**config.mk**
```make
export PLATFORM = sky130hd
export DESIGN_NAME = reservoir_mac
export DESIGN_NICKNAME = d
export VERILOG_FILES = /design/src/rtl/reservoir_pkg.sv /design/src/rtl/reservoir_row_dot.sv /design/src/rtl/reservoir_mac.sv
export SDC_FILE = /design/constraint.sdc
export NUM_CORES = 1
export LEC_CHECK = 0
export ABC_AREA = 1
export CORE_UTILIZATION = 25
export DETAILED_ROUTE_END_ITERATION = 8
export PLACE_DENSITY = 0.45
export SYNTH_ARGS = -nofsm -noshare
export SYNTH_HDL_FRONTEND = slang
export SYNTH_HIERARCHICAL = 1
export SYNTH_SLANG_ARGS = --single-unit
```
**constraint.sdc**
```tcl
create_clock -name iClk -period 5.1 [get_ports iClk]
set_clock_uncertainty 0.1 [all_clocks]
set_input_delay 1.02 -clock iClk [delete_from_list [all_inputs] [get_ports iClk]]
set_output_delay 1.02 -clock iClk [all_outputs]
set_load 0.005 [all_outputs]
```
**src/rtl/reservoir_pkg.sv**
```systemverilog
// Shared types and helpers for the reservoir matrix-vector MAC.
// Holds the FSM state encoding, accumulator sizing and output width conversion.
package reservoir_pkg;

    typedef enum logic [1:0] {
        IDLE,
        COMPUTE,
        DONE
    } state_t;

    function automatic int acc_width_f(input int data_width, input int weight_size, input int n);
        return data_width + weight_size + $clog2(n);
    endfunction

    // Saturating clamp or plain pass-through; the caller keeps the low out_width bits.
    function automatic logic signed [31:0] convert_out(input logic signed [31:0] acc,
                                                       input int out_width,
                                                       input bit sat_mode);
        logic signed [31:0] hi;
        logic signed [31:0] lo;
        hi = (32'sd1 <<< (out_width - 1)) - 32'sd1;
        lo = -(32'sd1 <<< (out_width - 1));
        if (sat_mode && (acc > hi)) return hi;
        if (sat_mode && (acc < lo)) return lo;
        return acc;
    endfunction

endpackage

```
**src/rtl/reservoir_row_dot.sv**
```systemverilog
// Combinational signed dot product of one weight row with the state vector.
// Zero latency; no handshake, the caller holds operands stable.
module reservoir_row_dot #(
    parameter int data_width     = 3,
    parameter int weight_size    = 2,
    parameter int reservoir_size = 4,
    parameter int acc_width      = 7
) (
    input  logic [reservoir_size*data_width-1:0]  data,
    input  logic [reservoir_size*weight_size-1:0] weights,
    output logic signed [acc_width-1:0]           sum
);

    logic signed [acc_width-1:0] d_ext;
    logic signed [acc_width-1:0] w_ext;

    // Operands are sign-extended to acc_width so every product and the sum stay exact.
    always_comb begin
        sum   = '0;
        d_ext = '0;
        w_ext = '0;
        for (int c = 0; c < reservoir_size; c++) begin
            d_ext = acc_width'(signed'(data[c*data_width +: data_width]));
            w_ext = acc_width'(signed'(weights[c*weight_size +: weight_size]));
            sum   = sum + d_ext * w_ext;
        end
    end

endmodule

```
**src/rtl/reservoir_mac.sv**
```systemverilog
// Signed NxN matrix-vector MAC, one output row per clock, saturate or wrap on output.
// Latency N+1 cycles accept-to-valid; result held in DONE until iReady, oReady low while busy.
module reservoir_mac
    import reservoir_pkg::*;
#(
    parameter int data_width     = 3,
    parameter int weight_size    = 2,
    parameter int reservoir_size = 4,
    parameter int out_width      = 8,
    parameter bit sat_mode       = 1'b1
) (
    input  logic                                          iClk,
    input  logic                                          iRst_n,
    input  logic                                          iWeWeight,
    input  logic [$clog2(reservoir_size*reservoir_size)-1:0] iWeightAddr,
    input  logic [weight_size-1:0]                        iWeight,
    input  logic                                          iValid,
    output logic                                          oReady,
    input  logic [reservoir_size*data_width-1:0]          iData,
    output logic                                          oValid,
    input  logic                                          iReady,
    output logic [reservoir_size*out_width-1:0]           oValue,
    output logic                                          oBusy
);

    localparam int N         = reservoir_size;
    localparam int acc_width = acc_width_f(data_width, weight_size, reservoir_size);
    localparam int row_width = $clog2(N);

    state_t                         state;
    logic [row_width-1:0]           row;
    logic [N*data_width-1:0]        x_reg;
    logic [N*N*weight_size-1:0]     w_flat;
    logic [N*out_width-1:0]         result;
    logic [N*weight_size-1:0]       row_w;
    logic signed [acc_width-1:0]    acc;
    logic signed [31:0]             conv_full;
    logic [out_width-1:0]           conv;
    logic                           conv_unused;
    logic                           addr_ok;

    // N*N need not be a power of two, so the top of the address space may be unmapped.
    assign addr_ok = int'(iWeightAddr) < N * N;

    always_comb begin
        row_w = '0;
        for (int c = 0; c < N; c++) begin
            row_w[c*weight_size +: weight_size] =
                w_flat[(int'(row) * N + c) * weight_size +: weight_size];
        end
    end

    reservoir_row_dot #(
        .data_width     (data_width),
        .weight_size    (weight_size),
        .reservoir_size (reservoir_size),
        .acc_width      (acc_width)
    ) u_row_dot (
        .data    (x_reg),
        .weights (row_w),
        .sum     (acc)
    );

    assign conv_full   = convert_out(32'(acc), out_width, sat_mode);
    assign conv        = conv_full[out_width-1:0];
    assign conv_unused = ^conv_full[31:out_width];

    always_ff @(posedge iClk or negedge iRst_n) begin
        if (!iRst_n) begin
            state  <= IDLE;
            row    <= '0;
            x_reg  <= '0;
            w_flat <= '0;
            result <= '0;
        end else begin
            case (state)
                IDLE: begin
                    if (iWeWeight && addr_ok) begin
                        w_flat[int'(iWeightAddr) * weight_size +: weight_size] <= iWeight;
                    end
                    if (iValid) begin
                        x_reg <= iData;
                        row   <= '0;
                        state <= COMPUTE;
                    end
                end
                COMPUTE: begin
                    result[int'(row) * out_width +: out_width] <= conv;
                    if (row == row_width'(N - 1)) begin
                        state <= DONE;
                    end else begin
                        row <= row + row_width'(1);
                    end
                end
                DONE: begin
                    if (iReady) state <= IDLE;
                end
                default: state <= IDLE;
            endcase
        end
    end

    assign oReady = (state == IDLE);
    assign oBusy  = (state != IDLE);
    assign oValid = (state == DONE);
    assign oValue = result;

endmodule
```
## After elaboration in Yosys (flattened, before gate mapping)

Index checks and enable logic that the tools add are counted.
Widths: inputs -> output; s select.

- Add/sub/neg operators: 9
- Multipliers: 4
- Magnitude comparators: 2
- Equality and inequality tests: 7
- Shifts and indexed selects: 8
- Mux-type cells: 16
- Reduce and logical (&&, ||, !) cells: 7

Operators with widths:

| cell | count |
|---|---|
| $shiftx 32x7->2 | 3 |
| $neg 5->33 | 2 |
| $bwmux 32 | 2 |
| $shift 2x33->32 const A | 1 |
| $shift 8x33->32 const A | 1 |
| $shiftx 2x33->32 | 1 |
| $shiftx 8x33->32 | 1 |
| $mux 8 | 4 |
| $shiftx 32x6->2 | 1 |
| $mul 3x2->5 | 4 |
| $add 7x7->7 | 2 |
| $add 4x2->5 const B | 2 |
| $mux 2 | 5 |
| $gt 7x8->1 const B | 1 |
| $lt 7x8->1 const B | 1 |
| $add 7x5->7 | 1 |
| $ne 2x2->1 const B | 3 |
| $pmux 2 s3 | 1 |
| $reduce_and 3->1 | 2 |
| $add 4x1->5 const B | 1 |
| $eq 2x2->1 const B | 2 |
| $pmux 2 s2 | 1 |
| $reduce_and 2->1 | 2 |
| $reduce_bool 2->1 | 2 |
| 5 further kinds | 7 |

- Flip-flop bits (word level): 80
- Bits of input ports: 23
- Output and inout port bits: 35

## Longest topological paths before layout

- Depth in word-level cells: 13
- Mapped depth: 25
- Mapped depth without buffers: 24

## Cells and area by module

The synthesis kept the hierarchy.

By module, submodules not included:

| module | times used | cells an instance | area an instance (um^2) | sequential area each (um^2) |
|---|---|---|---|---|
| reservoir_mac | 1 | 412 | 3706.1 | 1901.8 |
| reservoir_row_dot | 1 | 164 | 1167.4 | 0.0 |

## Worst setup path before layout

No wires, ideal clock.

- Path type: flip-flop to flip-flop
- Start: register row[0]
- End: register result[13] (netlist: oValue[13])
- Setup time: 0.096 ns
- Arrival: 4.877 ns
- Path slack: 0.027 ns
- Stages on the path, launching flop included: 23
- Clock period less this slack: 5.073 ns
- Path through: dfrtp_1 -> inv_2 -> clkbuf_1 -> o21ai_0 -> o22ai_1 -> inv_1 -> or2_2 -> fa_1 -> fa_1 -> inv_1 -> fa_1 -> inv_1 -> fa_1 -> fa_1 -> inv_1 -> nand2_1 -> nand2_1 -> a21oi_1 -> inv_1 -> nand2_1 -> nand2_1 -> nand2_1 -> o31ai_1

- Word-level cells in the longest chain between the ends: 13
- Elaborated cells on any way between the ends: 26
- Classes of those cells: 7 x add/sub; 4 x mul; 2 x order compare; 6 x shift; 7 x mux

RTL lines:

| item | RTL line | RTL |
|---|---|---|
| start: declaration | reservoir_mac.sv:31 | `logic [row_width-1:0] row;` |
| start signal: assignment | reservoir_mac.sv:92 | `row <= row + row_width'(1);` |
| $add 4x1->5 * | reservoir_mac.sv:49 | `w_flat[(int'(row) * N + c) * weight_size +: weight_size];` |
| $shiftx 32x7->2 * | reservoir_mac.sv:49 |  |
| via row_w[3] | reservoir_mac.sv:35 | `logic [N*weight_size-1:0] row_w;` |
| $mul 3x2->5 * | reservoir_row_dot.sv:25 | `sum = sum + d_ext * w_ext;` |
| $add 7x7->7 * (2 in a row) | reservoir_row_dot.sv:25 |  |
| $add 7x5->7 * | reservoir_row_dot.sv:25 |  |
| via acc[5] | reservoir_mac.sv:36 | `logic signed [acc_width-1:0] acc;` |
| $lt 7x8->1 | reservoir_pkg.sv:24 | `if (sat_mode && (acc < lo)) return lo;` |
| $mux 1 (2 in a row) | reservoir_pkg.sv:24 |  |
| $mux 8 | reservoir_pkg.sv:25 | `return acc;` |
| $mux 8 * | reservoir_pkg.sv:24 |  |
| $shiftx 8x33->32 * | reservoir_mac.sv:88 | `result[int'(row) * out_width +: out_width] <= conv;` |
| $bwmux 32 * | reservoir_mac.sv:88 |  |
| end signal: indexed assignment | reservoir_mac.sv:88 |  |
| end: declaration | reservoir_mac.sv:34 | `logic [N*out_width-1:0] result;` |

Mark *: on every way through the listed nets, which the timed path passes. The rest lies on a longest branch. The select of a mux whose other input is x is not followed.
A chain may end at the register's enable or synchronous reset.

## Final worst setup path

- Start: register row[0]
- End: register result[12] (netlist: oValue[12])

- Elaborated cells on any way between the ends: 26
- Classes of those cells: 7 x add/sub; 4 x mul; 2 x order compare; 6 x shift; 7 x mux

RTL lines:

| item | RTL line |
|---|---|
| $add 4x2->5 * | reservoir_mac.sv:49 |
| $shiftx 32x7->2 * | reservoir_mac.sv:49 |
| via row_w[7] | reservoir_mac.sv:35 |
| $mul 3x2->5 * | reservoir_row_dot.sv:25 |
| $add 7x5->7 * | reservoir_row_dot.sv:25 |
| via acc[4] | reservoir_mac.sv:36 |
| $lt 7x8->1 | reservoir_pkg.sv:24 |
| $mux 1 (2 in a row) | reservoir_pkg.sv:24 |
| $mux 8 | reservoir_pkg.sv:25 |
| $mux 8 * | reservoir_pkg.sv:24 |
| $shiftx 8x33->32 * | reservoir_mac.sv:88 |
| $bwmux 32 * | reservoir_mac.sv:88 |

Marks and branches as above.

==> results.yml <==
run_status:
  status: "completed"
clocking:
  clk_path_buf_depth: 2
  cts_inserted_buffers: 9
  cts_htree_levels: 3
  cts_tree: "built"
  cts_root_buf: "clkbuf_16"
  clk_pin_slew_ns: 0.06
  clock-sinks: 76
  clk_latency_ns: 0.34
global_routing:
  grt_max_degree: 77
  grt_overflow: 0
  grt_pass1_wl_um: 20200
  grt_antenna_before_repair: 0
  grt_util_all_layers: 0.131
  first_global_vias: 3900
synthesis:
  synthFlopType: "dfrtp_1"
  yosys-top-cells-area: "dfrtp_1, fa_1, nand2_1, inv_1, ha_1"
  synth_edf_count: 0
  yosysMostFrequentCell: "nand2_1"
  synth_area_mm2: 0.00487
  synth_top_area_frac: 0.390
  ys_types: 35
  ys_top_cells_by_count: "nand2_1, inv_1, dfrtp_1, o21ai_0, nor2_1"
  synthesis.nets: 647
  synth_largest_area_cell: "dfrtp_1"
  ys_warn_count: 6
  syn_inst: 576
  ys_async_sr_fraction: 1.00
  synth-seq-cells: 76
  ys_seq_area_frac: 0.390
  syn_area_per_cell_um2: 8.46
detailed_routing:
  firstDrtPassIters: 4
  vias: 3946
  wl_per_cell_um: 13.4
  drc: 0
  via_per_inst: 4.33
  drtAntennaViolNets: 0
  wl_um: 12200
  drt-initial-drc-count: 164
critical_path:
  critical_path_class: "reg -> reg"
  critPathCaptureType: "flip-flop"
  path_depth: 19
  cpMostUsedCell: "fa_1"
  start_kind: "flip-flop"
  worst_path_dominant_cell_family: "adder cells"
  startpoint: "row[0]"
  crit_path_max_incr_delay_ns: 0.54
  reg2reg_depth: 19
  crit_chain: "clkinv_4, o21ai_0, a21oi_1, a21oi_1, inv_1, nor2_1, fa_1, fa_1, fa_1, inv_1, fa_1, inv_1, ha_1, nand2_1, nand2_1, o21bai_1, xor2_1, nand2_1, o31ai_1"
  worstReg2RegStart: "row[0]"
  cp.required_ns: 5.24
  cp_slowest_cell: "fa_1"
  cp_max_fo: 15
  cp.arrival_ns: 4.99
  crit_buf_inv: 4
floorplanning:
  die_x_um: 142
  core_area_mm2: 0.0189
  die_y_um: 142
  floorplan.rows: 50
  start_util: 0.258
  ios: 58
  dieArea_mm2: 0.0201
sta:
  rsz0062_at_grt: "no"
  tightestPinTransition_ns: 0.996
  slew_viol_final: 0
  slew_headroom: 0.336
  fmax_mhz: 206
  finalSetupTns_ns: 0
  hold_violations: 0
  period_share: 0.950
  setup_violations: 0
  min_period_ns: 4.84
final_layout:
  final_cells: 912
  largest_reg_flops: 32
  multi_input_area_mm2: 0.00256
  drive_above_1_share: 0.124
  n_antenna_cell: 0
  fin_util: 0.324
  area_delta_synth_final_pct: 25.8
  fillerInstances: 2040
  fin_nets: 718
  regArea_mm2: 0.00190
placement:
  place.gp.congestion: 0.771
  io_buffer_count: 57
  hpwl_um: 9740
  dp.cells: 892
job:
  cap_violations: 0
min_path:
  holdCritStartpoint: "w_flat[9]"
  hold_depth: 2
  hold_class: "reg -> reg"
[final cells by class]
| cell class | count | area share |
|---|---|---|
| Clock buffer | 14 | 0.0414 |
| Tap cell | 260 | 0.0531 |
| Sequential cell | 76 | 0.310 |
| Multi-Input combinational cell | 386 | 0.417 |
| Timing Repair Buffer | 73 | 0.114 |
| Inverter | 101 | 0.0627 |
| Clock inverter | 2 | 0.00163 |
[worst reg2reg max path, delay by kind of cell (launching register included)]
kind	cells	cell delay [ns]
XOR/XNOR	1	0.22
buffers and inverters	4	0.32
flip-flops	1	0.42
AND/OR/NAND/NOR	4	0.43
adder cells (fa/ha/maj)	5	2.38
AO/OA/AOI/OAI	5	0.86
[logic make-up (layout without fill, tap and decap cells)]
kind of cell               count (synthesis)  count (layout)  synth area share
buffers and inverters                    114             190            0.0927
muxes                                     12              12            0.0277
xor gates and xnor gates                   5               5           0.00899
adders and majority gates                 48              48             0.162
and+or+nand+nor                          227             227             0.216
AOI/OAI and AO/OA                         94              94             0.102
DFF                                       76              76             0.390
[metal layers]
metal  global-route usage  routed length [µm]  vias up
met3               0.0310                 538       12
met4               0.0396                 135        0
met5                    0                   0        -
met1                0.177                6030     1860
met2                0.208                5500       91
li1                     -                   -     1983
[cells in the final DEF, fill, tap and decap left out, types with 8 or more instances in the layout]
cell,netlist,final
nor2_1,41,40
nand2_1,126,124
fa_1,25,24
inv_2,8,8
clkdlybuf4s50_1,0,56
dfrtp_1,76,75
nand3_1,14,14
o21ai_1,16,18
ha_1,23,23
buf_4,4,13
mux2_2,11,11
o21ai_0,54,52
a21oi_1,9,8
nand4_1,17,17
inv_1,92,91
clkbuf_16,0,9
[final timing paths]
kind                                    to  slack, ns
worst max register to register  oValue[12]       0.26
worst min register to register   w_flat[9]       0.38
max in group asynchronous           row[0]       3.47
worst min-delay path             w_flat[9]       0.38
min in group asynchronous       oValue[10]       0.74
worst max-delay path            oValue[12]       0.26
[through the flow]
step	hold WS [ns]	setup WS, ns	instance area, µm²
5_1_grt	0.415	0.000533	6130
4_1_cts	0.376	0.0589	6050
6_report	0.376	0.256	6130
2_1_floorplan	0.337	0.0271	4870
3_3_place_gp	0.365	0.147	5780
3_5_place_dp	0.362	0.0701	5780
[timing repair]
item / in CTS / in global routing
gates resized for setup: 0 / 18
hold buffers: 0 / 0
endpoints found under the setup margin: 0 / 11
setup buffers: 0 / 3
Power is not shown: default switching activity piles up to over one toggle a cycle in this logic, so the estimate is an artifact.
